<file path="src/rtl/fft_pkg.sv">
// Shared types and helpers for the streaming radix-2 SDF FFT stages.
package fft_pkg;

  typedef enum logic {RUN, DRAIN} sdf_state_e;

  function automatic int unsigned sdf_depth(input int unsigned n_points, input int unsigned stage);
    return n_points >> (stage + 1);
  endfunction

  // The last stage has D=1 and still needs a 1-bit index.
  function automatic int unsigned sdf_idx_w(input int unsigned depth);
    return (depth > 1) ? $clog2(depth) : 1;
  endfunction

endpackage

</file>
<file path="src/rtl/fft_delay_line.sv">
// D-entry complex circular buffer: one read and one write per clock at the same index, read-before-write.
module fft_delay_line #(
  parameter int unsigned DEPTH = 2,
  parameter int unsigned WIDTH = 34,
  parameter int unsigned IDX_W = 1
) (
  input  logic             clk_i,
  input  logic             rst_ni,
  input  logic             we_i,
  input  logic [IDX_W-1:0] idx_i,
  input  logic [WIDTH-1:0] wdata_i,
  output logic [WIDTH-1:0] rdata_o
);

  if (DEPTH == 1) begin : g_single
    logic [WIDTH-1:0] mem_q;
    logic             unused_idx;

    assign unused_idx = ^idx_i;
    assign rdata_o    = mem_q;

    always_ff @(posedge clk_i or negedge rst_ni) begin
      if (!rst_ni)   mem_q <= '0;
      else if (we_i) mem_q <= wdata_i;
    end
  end else begin : g_multi
    logic [WIDTH-1:0] mem_q [DEPTH];

    assign rdata_o = mem_q[idx_i];

    always_ff @(posedge clk_i or negedge rst_ni) begin
      if (!rst_ni) begin
        for (int unsigned i = 0; i < DEPTH; i++) mem_q[i] <= '0;
      end else if (we_i) begin
        mem_q[idx_i] <= wdata_i;
      end
    end
  end

endmodule

</file>
<file path="src/rtl/r2sdf_bf_stage.sv">
// Radix-2 single-path delay-feedback butterfly stage with valid/ready input, frame sync,
// optional 1-bit round-half-up scaling and an explicit drain of the stored differences.
module r2sdf_bf_stage
  import fft_pkg::*;
#(
  parameter  int unsigned DATA_WIDTH = 16,
  parameter  int unsigned N_POINTS   = 16,
  parameter  int unsigned STAGE      = 0,
  parameter  int unsigned SCALE      = 1,
  localparam int unsigned OUT_W      = (SCALE != 0) ? DATA_WIDTH : DATA_WIDTH + 1
) (
  input  logic                         clk,
  input  logic                         rst,
  input  logic                         in_valid,
  output logic                         in_ready,
  input  logic                         in_sof,
  input  logic signed [DATA_WIDTH-1:0] in_re,
  input  logic signed [DATA_WIDTH-1:0] in_im,
  input  logic                         flush,
  output logic                         out_valid,
  output logic                         out_sof,
  output logic signed [OUT_W-1:0]      out_re,
  output logic signed [OUT_W-1:0]      out_im,
  output logic                         err_sync
);

  localparam int unsigned D  = sdf_depth(N_POINTS, STAGE);
  localparam int unsigned EW = DATA_WIDTH + 1;
  localparam int unsigned IW = sdf_idx_w(D);
  localparam int unsigned CW = $clog2(2 * D);

  typedef struct packed {
    logic signed [EW-1:0] re;
    logic signed [EW-1:0] im;
  } cplx_t;

  sdf_state_e state_q, state_d;
  logic [CW-1:0] cnt_q, cnt_d, ecnt;
  logic pend_q, pend_d, pend_base;
  logic flush_go, accept, resync, phase, dl_we;
  logic [IW-1:0] idx;
  cplx_t x_ext, rd, wr, res;
  logic v_d, sof_d, err_d;
  logic signed [EW:0] re_rnd, im_rnd;
  logic signed [OUT_W-1:0] out_re_d, out_im_d;
  logic out_valid_q, out_sof_q, err_sync_q;
  logic signed [OUT_W-1:0] out_re_q, out_im_q;

  assign flush_go  = (state_q == RUN) && flush && (cnt_q == '0) && pend_q;
  assign in_ready  = (state_q == RUN) && !flush_go;
  assign accept    = in_valid && in_ready;
  // A misplaced sof restarts the frame: this sample is processed as if cnt were 0.
  assign resync    = accept && in_sof && (cnt_q != '0);
  assign ecnt      = resync ? '0 : cnt_q;
  assign phase     = ecnt[CW-1];
  assign idx       = (D == 1) ? '0 : IW'(ecnt);
  assign pend_base = resync ? 1'b0 : pend_q;
  assign x_ext     = '{re: EW'(in_re), im: EW'(in_im)};

  fft_delay_line #(.DEPTH(D), .WIDTH(2 * EW), .IDX_W(IW)) u_dly (
    .clk_i  (clk),
    .rst_ni (rst),
    .we_i   (dl_we),
    .idx_i  (idx),
    .wdata_i(wr),
    .rdata_o(rd)
  );

  always_comb begin
    state_d = state_q;
    cnt_d   = cnt_q;
    pend_d  = pend_q;
    dl_we   = 1'b0;
    wr      = rd;
    res     = rd;
    v_d     = 1'b0;
    sof_d   = 1'b0;
    err_d   = 1'b0;
    unique case (state_q)
      RUN: begin
        if (flush_go) begin
          state_d = DRAIN;
        end else if (accept) begin
          err_d = resync;
          dl_we = 1'b1;
          cnt_d = ecnt + CW'(1);
          if (!phase) begin
            wr     = x_ext;
            v_d    = pend_base;
            pend_d = (idx == IW'(D - 1)) ? 1'b0 : pend_base;
          end else begin
            res.re = rd.re + x_ext.re;
            res.im = rd.im + x_ext.im;
            wr.re  = rd.re - x_ext.re;
            wr.im  = rd.im - x_ext.im;
            v_d    = 1'b1;
            sof_d  = (idx == '0);
            if (ecnt == CW'(2 * D - 1)) pend_d = 1'b1;
          end
        end
      end
      DRAIN: begin
        v_d   = 1'b1;
        cnt_d = cnt_q + CW'(1);
        if (cnt_q == CW'(D - 1)) begin
          state_d = RUN;
          cnt_d   = '0;
          pend_d  = 1'b0;
        end
      end
      default: state_d = RUN;
    endcase
  end

  assign re_rnd   = (EW + 1)'(res.re) + (EW + 1)'(1);
  assign im_rnd   = (EW + 1)'(res.im) + (EW + 1)'(1);
  assign out_re_d = (SCALE != 0) ? OUT_W'(re_rnd >>> 1) : OUT_W'(res.re);
  assign out_im_d = (SCALE != 0) ? OUT_W'(im_rnd >>> 1) : OUT_W'(res.im);

  always_ff @(posedge clk or negedge rst) begin
    if (!rst) begin
      state_q     <= RUN;
      cnt_q       <= '0;
      pend_q      <= 1'b0;
      out_valid_q <= 1'b0;
      out_sof_q   <= 1'b0;
      err_sync_q  <= 1'b0;
      out_re_q    <= '0;
      out_im_q    <= '0;
    end else begin
      state_q     <= state_d;
      cnt_q       <= cnt_d;
      pend_q      <= pend_d;
      out_valid_q <= v_d;
      out_sof_q   <= sof_d;
      err_sync_q  <= err_d;
      if (v_d) begin
        out_re_q <= out_re_d;
        out_im_q <= out_im_d;
      end
    end
  end

  assign out_valid = out_valid_q;
  assign out_sof   = out_sof_q;
  assign err_sync  = err_sync_q;
  assign out_re    = out_re_q;
  assign out_im    = out_im_q;

endmodule

</file>
<file path="config.mk">
export PLATFORM = sky130hd
export DESIGN_NAME = r2sdf_bf_stage
export DESIGN_NICKNAME = d
export VERILOG_FILES = /design/src/rtl/fft_pkg.sv /design/src/rtl/fft_delay_line.sv /design/src/rtl/r2sdf_bf_stage.sv
export SDC_FILE = /design/constraint.sdc
export NUM_CORES = 1
export LEC_CHECK = 0
export CORE_MARGIN = 5
export CORE_UTILIZATION = 56
export CTS_CLUSTER_SIZE = 25
export DETAILED_ROUTE_END_ITERATION = 8
export GPL_TIMING_DRIVEN = 0
export PLACE_DENSITY = 0.79
export SLEW_MARGIN = 20
export SYNTH_ARGS = -nofsm -noshare
export SYNTH_HDL_FRONTEND = slang
export SYNTH_SLANG_ARGS = --single-unit
</file>
<file path="constraint.sdc">
create_clock -name clk -period 5.6 [get_ports clk]
set_input_delay 0.84 -clock clk [delete_from_list [all_inputs] [get_ports clk]]
set_output_delay 0.84 -clock clk [all_outputs]
set_load 0.01 [all_outputs]
</file>
==> results of run 1 <==
cell usage in the layout (no fill, tap or decap), types with 13 or more instances in the layout:
| cell | Yosys | layout |
|---|---|---|
| a21oi_1 | 184 | 160 |
| a21oi_2 | 0 | 18 |
| a31oi_1 | 26 | 23 |
| and3_1 | 18 | 15 |
| buf_12 | 3 | 16 |
| buf_4 | 2 | 127 |
| clkbuf_1 | 110 | 85 |
| clkbuf_16 | 0 | 36 |
| clkbuf_2 | 0 | 15 |
| clkdlybuf4s50_1 | 0 | 69 |
| dfrtp_1 | 313 | 311 |
| ha_1 | 74 | 59 |
| inv_1 | 81 | 73 |
| mux2_2 | 26 | 15 |
| mux2i_1 | 31 | 28 |
| nand2_1 | 384 | 382 |
| nand2b_1 | 16 | 15 |
| nand3_1 | 39 | 37 |
| nor2_1 | 201 | 194 |
| nor3_1 | 32 | 26 |
| o211ai_1 | 19 | 19 |
| o21a_1 | 13 | 13 |
| o21ai_0 | 238 | 219 |
| o21ai_2 | 1 | 17 |
| o22ai_1 | 20 | 17 |
| or3_1 | 14 | 13 |
| xnor2_1 | 51 | 45 |
| xor2_1 | 20 | 20 |
cell usage after synthesis, types with 6 or more instances:
| cell type | n |
|---|---|
| nor3_1 | 32 |
| o31a_1 | 7 |
| and3_1 | 18 |
| o221ai_1 | 11 |
| a211oi_1 | 18 |
| o31ai_1 | 14 |
| mux2_2 | 26 |
| o211ai_1 | 19 |
| o21a_1 | 13 |
| inv_1 | 81 |
| or4_1 | 6 |
| ha_1 | 74 |
| buf_1 | 10 |
| nand2_1 | 384 |
| xnor2_1 | 51 |
| o22a_1 | 8 |
| clkbuf_1 | 110 |
| a21o_1 | 10 |
| a311oi_1 | 6 |
| nor2b_1 | 12 |
| o22ai_1 | 20 |
| nand2b_1 | 16 |
| a221oi_1 | 10 |
| nor2_1 | 201 |
| a21oi_1 | 184 |
| nand3_1 | 39 |
| mux2i_1 | 31 |
| buf_2 | 10 |
| and2_1 | 10 |
| xor2_1 | 20 |
| o21ai_0 | 238 |
| dfrtp_1 | 313 |
| or3_1 | 14 |
| a31oi_1 | 26 |
logic make-up after synthesis:
| family | Yosys count | synth area share |
|---|---|---|
| muxes | 63 | 0.0402 |
| AOI/OAI and AO/OA | 646 | 0.212 |
| buffers and inverters | 222 | 0.0509 |
| adders and majority gates | 78 | 0.0545 |
| DFF | 313 | 0.424 |
| xor gates and xnor gates | 72 | 0.0349 |
| and+or+nand+nor | 771 | 0.184 |
path summary, 6_finish.rpt:
path                                     startpoint                  endpoint  slack [ns]
max in group asynchronous                       rst                  cnt_q[0]        4.14
min                                             rst   u_dly.g_multi.mem_q[57]        0.18
max                                        cnt_q[0]                out_im[15]       -0.17
min in group clk           u_dly.g_multi.mem_q[142]  u_dly.g_multi.mem_q[142]        0.48
min reg2reg                u_dly.g_multi.mem_q[142]  u_dly.g_multi.mem_q[142]        0.48
max reg2reg                                cnt_q[0]                out_im[15]       -0.17
state kept, by name, indices dropped and copies added, names as in the netlist:
name,count
out_valid,1
pend_q,1
out_re,16
out_sof,1
state_q,1
u_dly.g_multi.mem_q,272
out_im,16
err_sync,1
cnt_q,4
stage by stage:
stage | worst slack [ns] | instance area, sq um
after floorplan | -0.0552 | 18500
after global placement | -9.65 | 19800
after detailed placement | -2.18 | 19900
after CTS | -0.203 | 23000
after global routing | -0.217 | 23400
final | -0.167 | 23400
timing repair:
action	in CTS	in global routing
resized for setup	237	66
pin swaps	78	45
setup endpoints to repair	285	192
cloned	1	0
endpoints found under the hold margin	0	0
buffers inserted	112	28
worst reg2reg max path, cell delays in order, from the launching register on:
cell,delay (ns)
dfrtp_2,0.46
clkinv_4,0.09
ha_4,0.13
or3b_4,0.42
a21oi_4,0.26
buf_6,0.15
buf_12,0.11
buf_12,0.12
nor2_4,0.05
a22oi_2,0.21
nor4b_4,0.42
buf_4,0.20
inv_2,0.04
ha_4,0.16
fa_2,0.39
nand2b_4,0.10
a2111oi_4,0.08
or4_4,0.57
a311oi_4,0.33
buf_4,0.20
xnor2_2,0.12
mux2_4,0.20
nand2_4,0.06
a211oi_4,0.21
nand4b_1,0.15
xnor3_1,0.33
a21oi_1,0.09
area by class of cell:
cell class / instances / area [sq um] / area share
Antenna cell: 2 / 5.00 / 0.000214
Buffer: 126 / 727 / 0.0311
Clock buffer: 51 / 1030 / 0.0440
Clock inverter: 11 / 151 / 0.00648
Inverter: 82 / 323 / 0.0138
Multi-Input combinational cell: 1630 / 10800 / 0.461
Sequential cell: 313 / 7840 / 0.335
Tap cell: 442 / 553 / 0.0237
Timing Repair Buffer: 212 / 1960 / 0.0839
metal layers:
| metal | vias up | GRT usage |
|---|---|---|
| met2 | 1486 | 0.591 |
| met5 | - | 0 |
| met3 | 374 | 0.124 |
| met1 | 9048 | 0.489 |
| li1 | 8025 | - |
| met4 | 6 | 0.208 |
==> results.cfg, run 1 <==
[global_routing]
overflow = 0
grt_pass1_wl_mm = 108
grt_pass1_vias = 18500
antenna_found_initial = 3
grtUsageTotal = 0.386
grt_max_degree = 98

[placement]
place.gp.congestion = 0.991
dp_hpwl_mm = 48.7
dp.cells = 2684
port_buffers = 71

[timing]
final_max_slew_viol_count = 0
whs_ns = 0.185
fin_tns_setup_ns = -0.326
worst_slew_pin_slew_ns = 1.08
hold_viol = 0
setup_viol = 4
timing.final.ws_setup_ns = -0.167
fmax_ghz = 0.173
relSlewSlack = 0.276
fin_crit_ns = 5.77
rsz0062_at_grt = true
skew_ns = 0.0321
period_share = 1.03

[yosys]
synth_warnings = 0
syn_inst = 2165
synth_area_leaders = dfrtp_1 42%, nand2_1 7.8%, o21ai_0 6.4%
synth_area_sq_um = 18500
ys.flop_type = dfrtp_1
synth_nets = 2280
yosys.area.top_type = dfrtp_1
ys_ff_latch = 313
synth-edff-count = 0
synth_cell_type_count = 89
postSynthAreaPerCell_sq_um = 8.53
synth_top_area_frac = 0.424
ys_async_sr_fraction = 1.00
synth_seq_area_share = 0.424

[clocking]
htreeDepth = 2
clk_path_buf_depth = 3
clk_latency_ns = 0.55
cts_sinks = 313
clock-root-buffer = clkbuf_16
cts_hold_buf = 0
cts_made_buffers = 35
cts_tree = done
cts.clk_slew.worst_paths_ns = 0.06

[route]
drtAntennaViolNets = 0
wl_met3_mm = 10.2
num_vias = 18900
drt-pass1-iter-count = 9
wl_met1_mm = 25.9
wl_met2_mm = 31.7
avgRoutedWirePerCell_um = 25.4
wl_mm = 72.8
drt_iter0_markers = 2714
highest_layer = met5
viasPerCell = 6.60
drc = 2

[status]
violations = DRC, setup timing
outcome = complete, but fails checks

[job]
drv_cap = 0

[worst_setup_path]
end_kind = flip-flop
crit_buf_inv = 7
startpoint_type = flip-flop
cp.depth = 26
critPathKind = flip-flop to flip-flop
path_max_fanout = 4
critical_path_arrival_ns = 6.16
cp_top_family = simple AND/OR/NAND/NOR gates
cp.required_ns = 5.99
crit_path_max_incr_delay_ns = 0.57
slowest_stage = or4_4
reg2reg_depth = 26

[floorplan]
row_count = 66
core_area_sq_um = 32500
die_x_um = 192
start_util = 0.568
dieArea_sq_um = 36700
ioPinCount = 73
floorplan.die.height_um = 192

[layout]
drive_gt1_frac = 0.188
finalNetCount = 2515
instances_no_fill = 2869
fin_util = 0.718
areaGrowthSynthToFinish_pct = 26.5
num-fill-cells = 2391

[min_path]
hp-class = primary input to async pin
Power of run 1 is left out: the tool's default activity adds up to more than one toggle a clock period on the data nets, which glitch-free logic cannot reach.
==> run 2, diff against run 1 <==
CORE_UTILIZATION = 60   (was 56)
PLACE_DENSITY = 0.81   (was 0.79)
clock period = 5.76 ns   (was 5.6 ns; I/O delays follow)
==> results.cfg, run 2 (synthesis results as in run 1) <==
[status]
violations = DRC, setup timing
outcome = complete, but fails checks

[global_routing]
grt_pass1_wl_mm = 106
overflow = 0
grt_max_degree = 93
antenna_found_initial = 0
grt_pass1_vias = 18100
grtUsageTotal = 0.405

[placement]
dp_hpwl_mm = 48.6
port_buffers = 71
dp.cells = 2637
place.gp.congestion = 1.03

[layout]
antennaDiodeCount = 0
mostFrequentLayoutCells = 384 x nand2_1, 311 x dfrtp_1, 230 x o21ai_0
largest_reg_flops = 272
drive_gt1_frac = 0.142
num-fill-cells = 2232
largest_register = u_dly.g_multi.mem_q
finalNetCount = 2453
areaGrowthSynthToFinish_pct = 20.7
final_common_cell = nand2_1
instances_no_fill = 2757

[clocking]
clk_path_buf_depth = 3
cts.clk_slew.worst_paths_ns = 0.07
htreeDepth = 2
clock-root-buffer = clkbuf_16
clk_latency_ns = 0.54
cts_made_buffers = 35
cts_tree = done
cts_sinks = 313

[timing]
setup_viol = 1
period_share = 1.01
hold_viol = 0
timing.final.ws_setup_ns = -0.0622
rsz0062_at_grt = true
skew_ns = 0.0172
relSlewSlack = 0.195
worst_slew_pin_slew_ns = 1.20
final_max_slew_viol_count = 0
fmax_ghz = 0.172
fin_crit_ns = 5.82

[floorplan]
start_util = 0.605
core_area_sq_um = 30500
floorplan.die.height_um = 185
row_count = 64
dieArea_sq_um = 34400
ioPinCount = 73
die_x_um = 185

[route]
wl_mm = 70.4
drtAntennaViolNets = 0
drc = 3
viasPerCell = 6.65
avgRoutedWirePerCell_um = 25.5
drt_iter0_markers = 2726
num_vias = 18300
drt-pass1-iter-count = 9

[worst_setup_path]
crit_buf_inv = 5
critical_path_arrival_ns = 6.27
startpoint_type = primary input
slowest_stage = o211ai_1
critPathKind = primary input to flip-flop
path_max_fanout = 9
path_cells = dlygate4sd2_1, nand3b_1, buf_4, buf_4, o211ai_1, buf_6, o22ai_1, a31oi_1, and3_1, ha_1, clkbuf_1, o21bai_1, a21oi_1, a311oi_2, xnor2_1, mux2i_1, nand4bb_1, or3_4, or4_4, a31oi_1
crit_path_max_incr_delay_ns = 0.60
cp.required_ns = 6.21
cp_top_family = compound AO/OA/AOI/OAI gates
end_kind = flip-flop

[job]
drv_cap = 0

[min_path]
hp-class = primary input to async pin
-- run 2: changes by cell type in the layout (fill, tap and decap cells not counted), moves of 6 or more --
| cell | change |
|---|---|
| buf_4 | -54 |
| o21ai_0 | +11 |
| o21ai_2 | -9 |
| buf_12 | -8 |
| mux2_2 | +8 |
| mux2_4 | -8 |
| a21oi_1 | +6 |
-- run 2: routing by layer --
metal	global-route usage	wire (um)	vias up	share of wire
met5	0.0186	0	-	0
met4	0.222	4590	0	0.065
met3	0.130	9630	335	0.14
met2	0.615	30600	1379	0.43
met1	0.516	25600	8732	0.36
li1	-	-	7896	-
-- run 2: timing repair --
item | in CTS | in global routing
setup buffers | 56 | 14
endpoints found under the setup margin | 290 | 148
gates cloned | 1 | 0
pin swaps | 44 | 31
resized for setup | 157 | 55
hold buffers | 0 | 0
-- run 2: final timing paths --
path | startpoint | endpoint | slack, ns | cells after the start
max | in_sof | out_re[15] | -0.06 | 20
min | rst | out_valid | 0.30 | 1
max reg2reg | cnt_q[1] | u_dly.g_multi.mem_q[67] | 0.03 | 26
min reg2reg | u_dly.g_multi.mem_q[5] | u_dly.g_multi.mem_q[5] | 0.48 | 2
max in group asynchronous | rst | u_dly.g_multi.mem_q[6] | 3.85 | 4
min in group clk | u_dly.g_multi.mem_q[5] | u_dly.g_multi.mem_q[5] | 0.48 | 2
-- run 2: area by class of cell --
class / instances / area (sq um) / area share
sequential: 313 / 7840 / 0.351
inverter: 82 / 320 / 0.0144
clock buffer: 49 / 988 / 0.0443
buffer: 129 / 717 / 0.0322
timing repair buffer: 147 / 1380 / 0.0620
clock inverter: 11 / 153 / 0.00685
multi-input combinational: 1630 / 10400 / 0.467
tap: 396 / 495 / 0.0222
-- run 2: metrics by stage --
step / instance area [sq um] / utilization / TNS, ns / setup WS (ns) / hold WS [ns]
CTS: 22000 / 0.722 / -0.0764 / -0.0764 / 0.324
finish: 22300 / 0.731 / -0.0622 / -0.0622 / 0.298
floorplan: 18500 / - / -0.0830 / -0.0830 / 0.442
detailed placement: 19800 / 0.650 / -366.10 / -2.29 / 0.466
global route: 22300 / 0.731 / -0.325 / -0.114 / 0.360
global placement: 19700 / 0.646 / -3319.22 / -9.55 / 0.457
Power of run 2 is left out for the same reason.
